--- src/rtl/instr_fetch_unit.sv ---
// -----------------------------------------------------------------------------
// instr_fetch_unit
//   Fetch stage in front of the control decoder. It holds the PC and issues
//   instruction-memory requests with at most one request outstanding. Each
//   returned word goes into the IF/ID register. If IF/ID cannot take the word,
//   it waits in a 1-entry skid buffer instead. A redirect from branch resolve
//   flushes IF/ID and restarts fetch at the redirect target.
//
// Handshake (imem): o_imem_req is a valid that stays high until i_imem_ack.
//   o_imem_addr is stable while o_imem_req=1. i_imem_ack is a 1-cycle pulse
//   with i_imem_rdata valid in that same cycle. An ack seen while o_imem_req=0
//   is ignored.
//
// Ports
//   clk               rising-edge clock
//   rst_n             asynchronous active-low reset
//   o_imem_req        request valid (FETCH or DROP)
//   o_imem_addr       request address (registered)
//   i_imem_ack        response strobe
//   i_imem_rdata      response instruction word
//   i_stall           downstream not accepting; IF/ID holds
//   i_redirect_valid  branch taken; flush and restart at i_redirect_pc
//   i_redirect_pc     redirect target
//   o_if_valid        IF/ID holds a live instruction
//   o_if_instr        IF/ID instruction
//   o_if_pc           address of o_if_instr
//   o_if_opcode       top 4 bits of o_if_instr (combinational)
//   o_dbg_state       current FSM state, for observation only
// -----------------------------------------------------------------------------
module instr_fetch_unit #(
    parameter int                ADDR_W   = 8,
    parameter int                INSTR_W  = 16,
    parameter logic [ADDR_W-1:0] RESET_PC = '0
) (
    input  logic               clk,
    input  logic               rst_n,
    output logic               o_imem_req,
    output logic [ADDR_W-1:0]  o_imem_addr,
    input  logic               i_imem_ack,
    input  logic [INSTR_W-1:0] i_imem_rdata,
    input  logic               i_stall,
    input  logic               i_redirect_valid,
    input  logic [ADDR_W-1:0]  i_redirect_pc,
    output logic               o_if_valid,
    output logic [INSTR_W-1:0] o_if_instr,
    output logic [ADDR_W-1:0]  o_if_pc,
    output logic [3:0]         o_if_opcode,
    output logic [1:0]         o_dbg_state
);

    typedef enum logic [1:0] {
        ST_IDLE  = 2'd0,
        ST_FETCH = 2'd1,
        ST_DROP  = 2'd2,
        ST_HOLD  = 2'd3
    } state_t;

    state_t              r_state;
    logic [ADDR_W-1:0]   r_req_addr;
    logic [ADDR_W-1:0]   r_next_pc;
    logic                r_if_valid;
    logic [INSTR_W-1:0]  r_if_instr;
    logic [ADDR_W-1:0]   r_if_pc;
    logic                r_skid_valid;
    logic [INSTR_W-1:0]  r_skid_instr;
    logic [ADDR_W-1:0]   r_skid_pc;

    state_t              w_state_nxt;
    logic [ADDR_W-1:0]   w_req_addr_nxt;
    logic [ADDR_W-1:0]   w_next_pc_nxt;
    logic                w_accept;
    logic                w_ifid_load_mem;
    logic                w_ifid_load_skid;
    logic                w_skid_load;
    logic                w_skid_clear;

    // IF/ID can take a word this cycle if it is empty or being drained.
    assign w_accept = !r_if_valid || !i_stall;

    always_comb begin
        w_state_nxt      = r_state;
        w_req_addr_nxt   = r_req_addr;
        w_next_pc_nxt    = r_next_pc;
        w_ifid_load_mem  = 1'b0;
        w_ifid_load_skid = 1'b0;
        w_skid_load      = 1'b0;
        w_skid_clear     = 1'b0;
        case (r_state)
            ST_IDLE: begin
                w_state_nxt = ST_FETCH;
                if (i_redirect_valid) begin
                    w_req_addr_nxt = i_redirect_pc;
                end
            end
            ST_FETCH: begin
                if (i_imem_ack) begin
                    if (i_redirect_valid) begin
                        // The returning word belongs to the old path. Drop it.
                        w_req_addr_nxt = i_redirect_pc;
                    end else begin
                        w_req_addr_nxt = r_req_addr + ADDR_W'(1);
                        if (w_accept) begin
                            w_ifid_load_mem = 1'b1;
                        end else begin
                            w_skid_load = 1'b1;
                            w_state_nxt = ST_HOLD;
                        end
                    end
                end else if (i_redirect_valid) begin
                    // The request is already in flight and cannot be retracted.
                    // Remember the target and squash the response when it comes.
                    w_next_pc_nxt = i_redirect_pc;
                    w_state_nxt   = ST_DROP;
                end
            end
            ST_DROP: begin
                if (i_redirect_valid) begin
                    w_next_pc_nxt = i_redirect_pc;
                end
                if (i_imem_ack) begin
                    w_req_addr_nxt = i_redirect_valid ? i_redirect_pc : r_next_pc;
                    w_state_nxt    = ST_FETCH;
                end
            end
            ST_HOLD: begin
                if (i_redirect_valid) begin
                    w_skid_clear   = 1'b1;
                    w_req_addr_nxt = i_redirect_pc;
                    w_state_nxt    = ST_FETCH;
                end else if (!i_stall) begin
                    w_ifid_load_skid = 1'b1;
                    w_skid_clear     = 1'b1;
                    w_state_nxt      = ST_FETCH;
                end
            end
            default: begin
                w_state_nxt = ST_IDLE;
            end
        endcase
    end

    always_ff @(posedge clk or negedge rst_n) begin
        if (!rst_n) begin
            r_state    <= ST_IDLE;
            r_req_addr <= RESET_PC;
            r_next_pc  <= RESET_PC;
        end else begin
            r_state    <= w_state_nxt;
            r_req_addr <= w_req_addr_nxt;
            r_next_pc  <= w_next_pc_nxt;
        end
    end

    // IF/ID: a redirect always flushes, even while stalled.
    always_ff @(posedge clk or negedge rst_n) begin
        if (!rst_n) begin
            r_if_valid <= 1'b0;
            r_if_instr <= '0;
            r_if_pc    <= '0;
        end else if (i_redirect_valid) begin
            r_if_valid <= 1'b0;
        end else if (w_ifid_load_mem) begin
            r_if_valid <= 1'b1;
            r_if_instr <= i_imem_rdata;
            r_if_pc    <= r_req_addr;
        end else if (w_ifid_load_skid) begin
            r_if_valid <= 1'b1;
            r_if_instr <= r_skid_instr;
            r_if_pc    <= r_skid_pc;
        end else if (!i_stall) begin
            r_if_valid <= 1'b0;
        end
    end

    always_ff @(posedge clk or negedge rst_n) begin
        if (!rst_n) begin
            r_skid_valid <= 1'b0;
            r_skid_instr <= '0;
            r_skid_pc    <= '0;
        end else if (w_skid_clear) begin
            r_skid_valid <= 1'b0;
        end else if (w_skid_load) begin
            r_skid_valid <= 1'b1;
            r_skid_instr <= i_imem_rdata;
            r_skid_pc    <= r_req_addr;
        end
    end

    // The request is decoded from the state register, so an asynchronous
    // reset drops it immediately.
    assign o_imem_req  = (r_state == ST_FETCH) || (r_state == ST_DROP);
    assign o_imem_addr = r_req_addr;
    assign o_if_valid  = r_if_valid;
    assign o_if_instr  = r_if_instr;
    assign o_if_pc     = r_if_pc;
    assign o_if_opcode = r_if_instr[INSTR_W-1 -: 4];
    assign o_dbg_state = r_state;

endmodule

--- config.mk ---
export PLATFORM = sky130hd
export DESIGN_NAME = instr_fetch_unit
export DESIGN_NICKNAME = d
export VERILOG_FILES = /design/src/rtl/instr_fetch_unit.sv
export SDC_FILE = /design/constraint.sdc
export NUM_CORES = 1
export LEC_CHECK = 0
export ABC_AREA = 1
export CAP_MARGIN = 40
export CORE_AREA = 2 2 86 80
export DETAILED_ROUTE_END_ITERATION = 10
export DIE_AREA = 0 0 88 82
export HOLD_SLACK_MARGIN = 0.02
export PLACE_DENSITY = 0.82
export SLEW_MARGIN = 20
export SYNTH_ARGS = -nofsm -noshare
export SYNTH_HDL_FRONTEND = slang
export SYNTH_SLANG_ARGS = --single-unit
--- constraint.sdc ---
create_clock -name clk -period 4.89 [get_ports clk]
set_clock_uncertainty 0.2 [all_clocks]
set_input_delay 0.978 -clock clk [delete_from_list [all_inputs] [get_ports clk]]
set_output_delay 0.978 -clock clk [all_outputs]
set_load 0.05 [all_outputs]
==> metrics.md <==
| Metric | Value |
|---|---|
| Worst slew pin tran | `0.759 ns` |
| Nets | `519` |
| CP arrival | `2.18 ns` |
| VDD IR max | `0.437 mV` |
| Final std cells w/o fill | `579` |
| Die ar. | `7220 um^2` |
| Hold_ws | `around 0.29 ns` |
| PD cells | `742 nW/um^2` |
| Ant diodes | `0` |
| Post-route core utilization | `0.677` |
| Die X | `88 um` |
| Layout cells sized above 1 | `0.0634` |
| Register area share after synthesis | `0.499` |
| Max Slew Vio Count | `0` |
| CTS Buf Count | `9` |
| Req. time, crit path | `3.71 ns` |
| First-pass GRT wire length | `12800 um` |
| Initial antenna violation count | `0` |
| Max frequency | `0.297 GHz` |
| Cell Chain, Critical Path | `inv_1 > ha_1 > inv_1 > clkdlybuf4s50_1` |
| Detailed-route DRC error count | `0` |
| Gr ovfl total | `0` |
| Synth warn | `0` |
| Crit path top cell by count | `inv_1` |
| CP Launch Type | `register` |
| Final Power | `3.19 mW` |
| DR vias | `2932` |
| #FFs+latches synth | `67` |
| # IOs | `just under 70` |
| Clk buf depth | `2` |
| Buf/Inv on CP | `3` |
| Buffers on Ports | `68` |
| CTS sink cnt | `67` |
| Synthesis-to-finish area growth | `27.9%` |
| RePlAce Congestion | `0.847` |
| Final hold vios | `0` |
| CTS tree | `yes` |
| Post-placement cell count | `563` |
| DRT Pass-1 Iters | `4` |
| Final Cell Area | `roughly 4300 um^2` |
| Largest net degree at the start of global routing | `between 40 and 50` |
| Crit-path slowest cell | `clkdlybuf4s50_1` |
| Syn Area/Cell | `7.89 um^2` |
| Slew headroom | `0.494` |
| Crit path time final | `around 3.4 ns` |
| Kind of critical path | `register to output pin` |
| WL final | `between 7000 and 8000 um` |
| Crit-path leading delay family | `buffers and inverters` |
| Most common cell after layout, fill and taps aside | `nand2_1` |
| Post-CTS Hold Buffers | `0` |
| Clk_lat worst skew | `approximately 0.34 ns` |
| Clock slew at reported path FFs | `0.07 ns` |
| Leak Pwr | `2.05 nW` |
| Syn_nets | `460` |
| Slowest stage delay, CP | `0.81 ns` |
| Worst min-delay path category | `register to register` |
| Library cells used by synthesis | `21` |
| Setup crit end kind | `output pin` |
| Vias per std cell | `5.06` |
| Vias in the first global route | `approximately 2800` |
| Period utilization | `0.687` |
| Worst Slack Setup Final | `1.53 ns` |
| Cell count after synthesis | `426` |
| Commonest non-fill, non-tap cells in the layout | `nand2_1, clkdlybuf4s50_1, dfrtp_1` |
| WL/cell | `13.1 um` |
| Number of max-cap violations | `0` |
| Gates resized, CTS repair | `0` |
| Status | `completed` |
| Setup Buffers After CTS | `0` |
| GRT Total Usage | `0.231` |
| RSZ-0062 raised after global routing | `no` |
| Root buffer cell | `clkbuf_8` |
| Initial drt markers | `176` |
| Htree depth | `3` |
| Setup violations, final | `0` |
| Core Area | `about 6300 um^2` |
| Synthesized area | `between 3000 and 4000 um^2` |
| HPWL after DPL | `5240 um` |
| Antenna viol nets, final | `0` |
| Post-DP Area | `4050 um^2` |
| Die height | `82 um` |
| FP Rows | `28` |
| TNS Setup | `0 ns` |
| Critical-path maximum fanout | `9` |
| Effective utilization at floorplan | `0.530` |
| Setup slack at placement | `1.44 ns` |
routing by layer:
metal	vias up	wire [um]	GRT usage
li1	1486	-	-
met1	1351	3490	0.305
met2	88	3600	0.376
met3	7	447	0.0603
met4	0	50	0.0708
met5	-	0	0
worst min-delay path: stages, from the launching register on:
cell and delay, ns:
dfrtp_1 0.35, nand2_1 0.05, nand3_1 0.05
kinds of logic after synthesis:
| kind of cell | count (synthesis) | share of synthesized area |
|---|---|---|
| simple gates | 212 | 0.272 |
| buf+inv | 71 | 0.0965 |
| compound gates | 70 | 0.111 |
| flops | 67 | 0.499 |
| fa+ha+maj | 5 | 0.0186 |
| xor+xnor | 1 | 0.00261 |
report_power, final:
group	switching, mW	leakage [nW]	total, mW	internal [mW]
sequential	0.185	0.866	0.982	0.797
clock	0.221	0.115	0.558	0.338
combinational	1.10	1.07	1.65	0.545
total	1.51	2.05	3.19	1.68
path summary, 6_finish.rpt:
kind                                start            end  slack [ns]  cells past startpoint
setup / recovery           o_dbg_state[0]     o_imem_req        1.53                      4
hold / removal              o_if_instr[8]  o_if_instr[8]        0.29                      2
setup reg to reg           o_dbg_state[1]     o_if_pc[0]        2.51                      9
hold reg to reg             o_if_instr[8]  o_if_instr[8]        0.29                      2
max in group asynchronous           rst_n     o_if_pc[3]        3.12                      3
min in group asynchronous           rst_n  o_if_instr[5]        0.50                      1
final cells by class:
class | count | area (um^2)
Clock inverter | 6 | 115
Sequential cell | 67 | 1680
Inverter | 46 | 175
Tap cell | 90 | 113
Multi-Input combinational cell | 288 | 1360
Clock buffer | 9 | 124
Timing Repair Buffer | 73 | 733
Fill cell | 508 | 2050
sequential cells by signal, summed over array words and instances, names as in the netlist:
signal	flops
o_if_pc	8
r_skid_pc	8
o_if_valid	1
o_imem_addr	8
r_skid_instr	16
o_if_instr	16
r_next_pc	8
o_dbg_state	2
Yosys cell counts, drive strengths merged:
cell	number	area share
nand2	139	0.16
dfrtp	67	0.50
nand3	66	0.10
o21ai	50	0.079
inv	46	0.052
buf	21	0.040
a21oi	17	0.025
nor2	6	0.012
ha	5	0.019
clkbuf	4	0.0045
o211ai	3	0.0067
or3	1	0.0034
xor2	1	0.0026
Note: power is estimated with default switching activity, not from simulation.
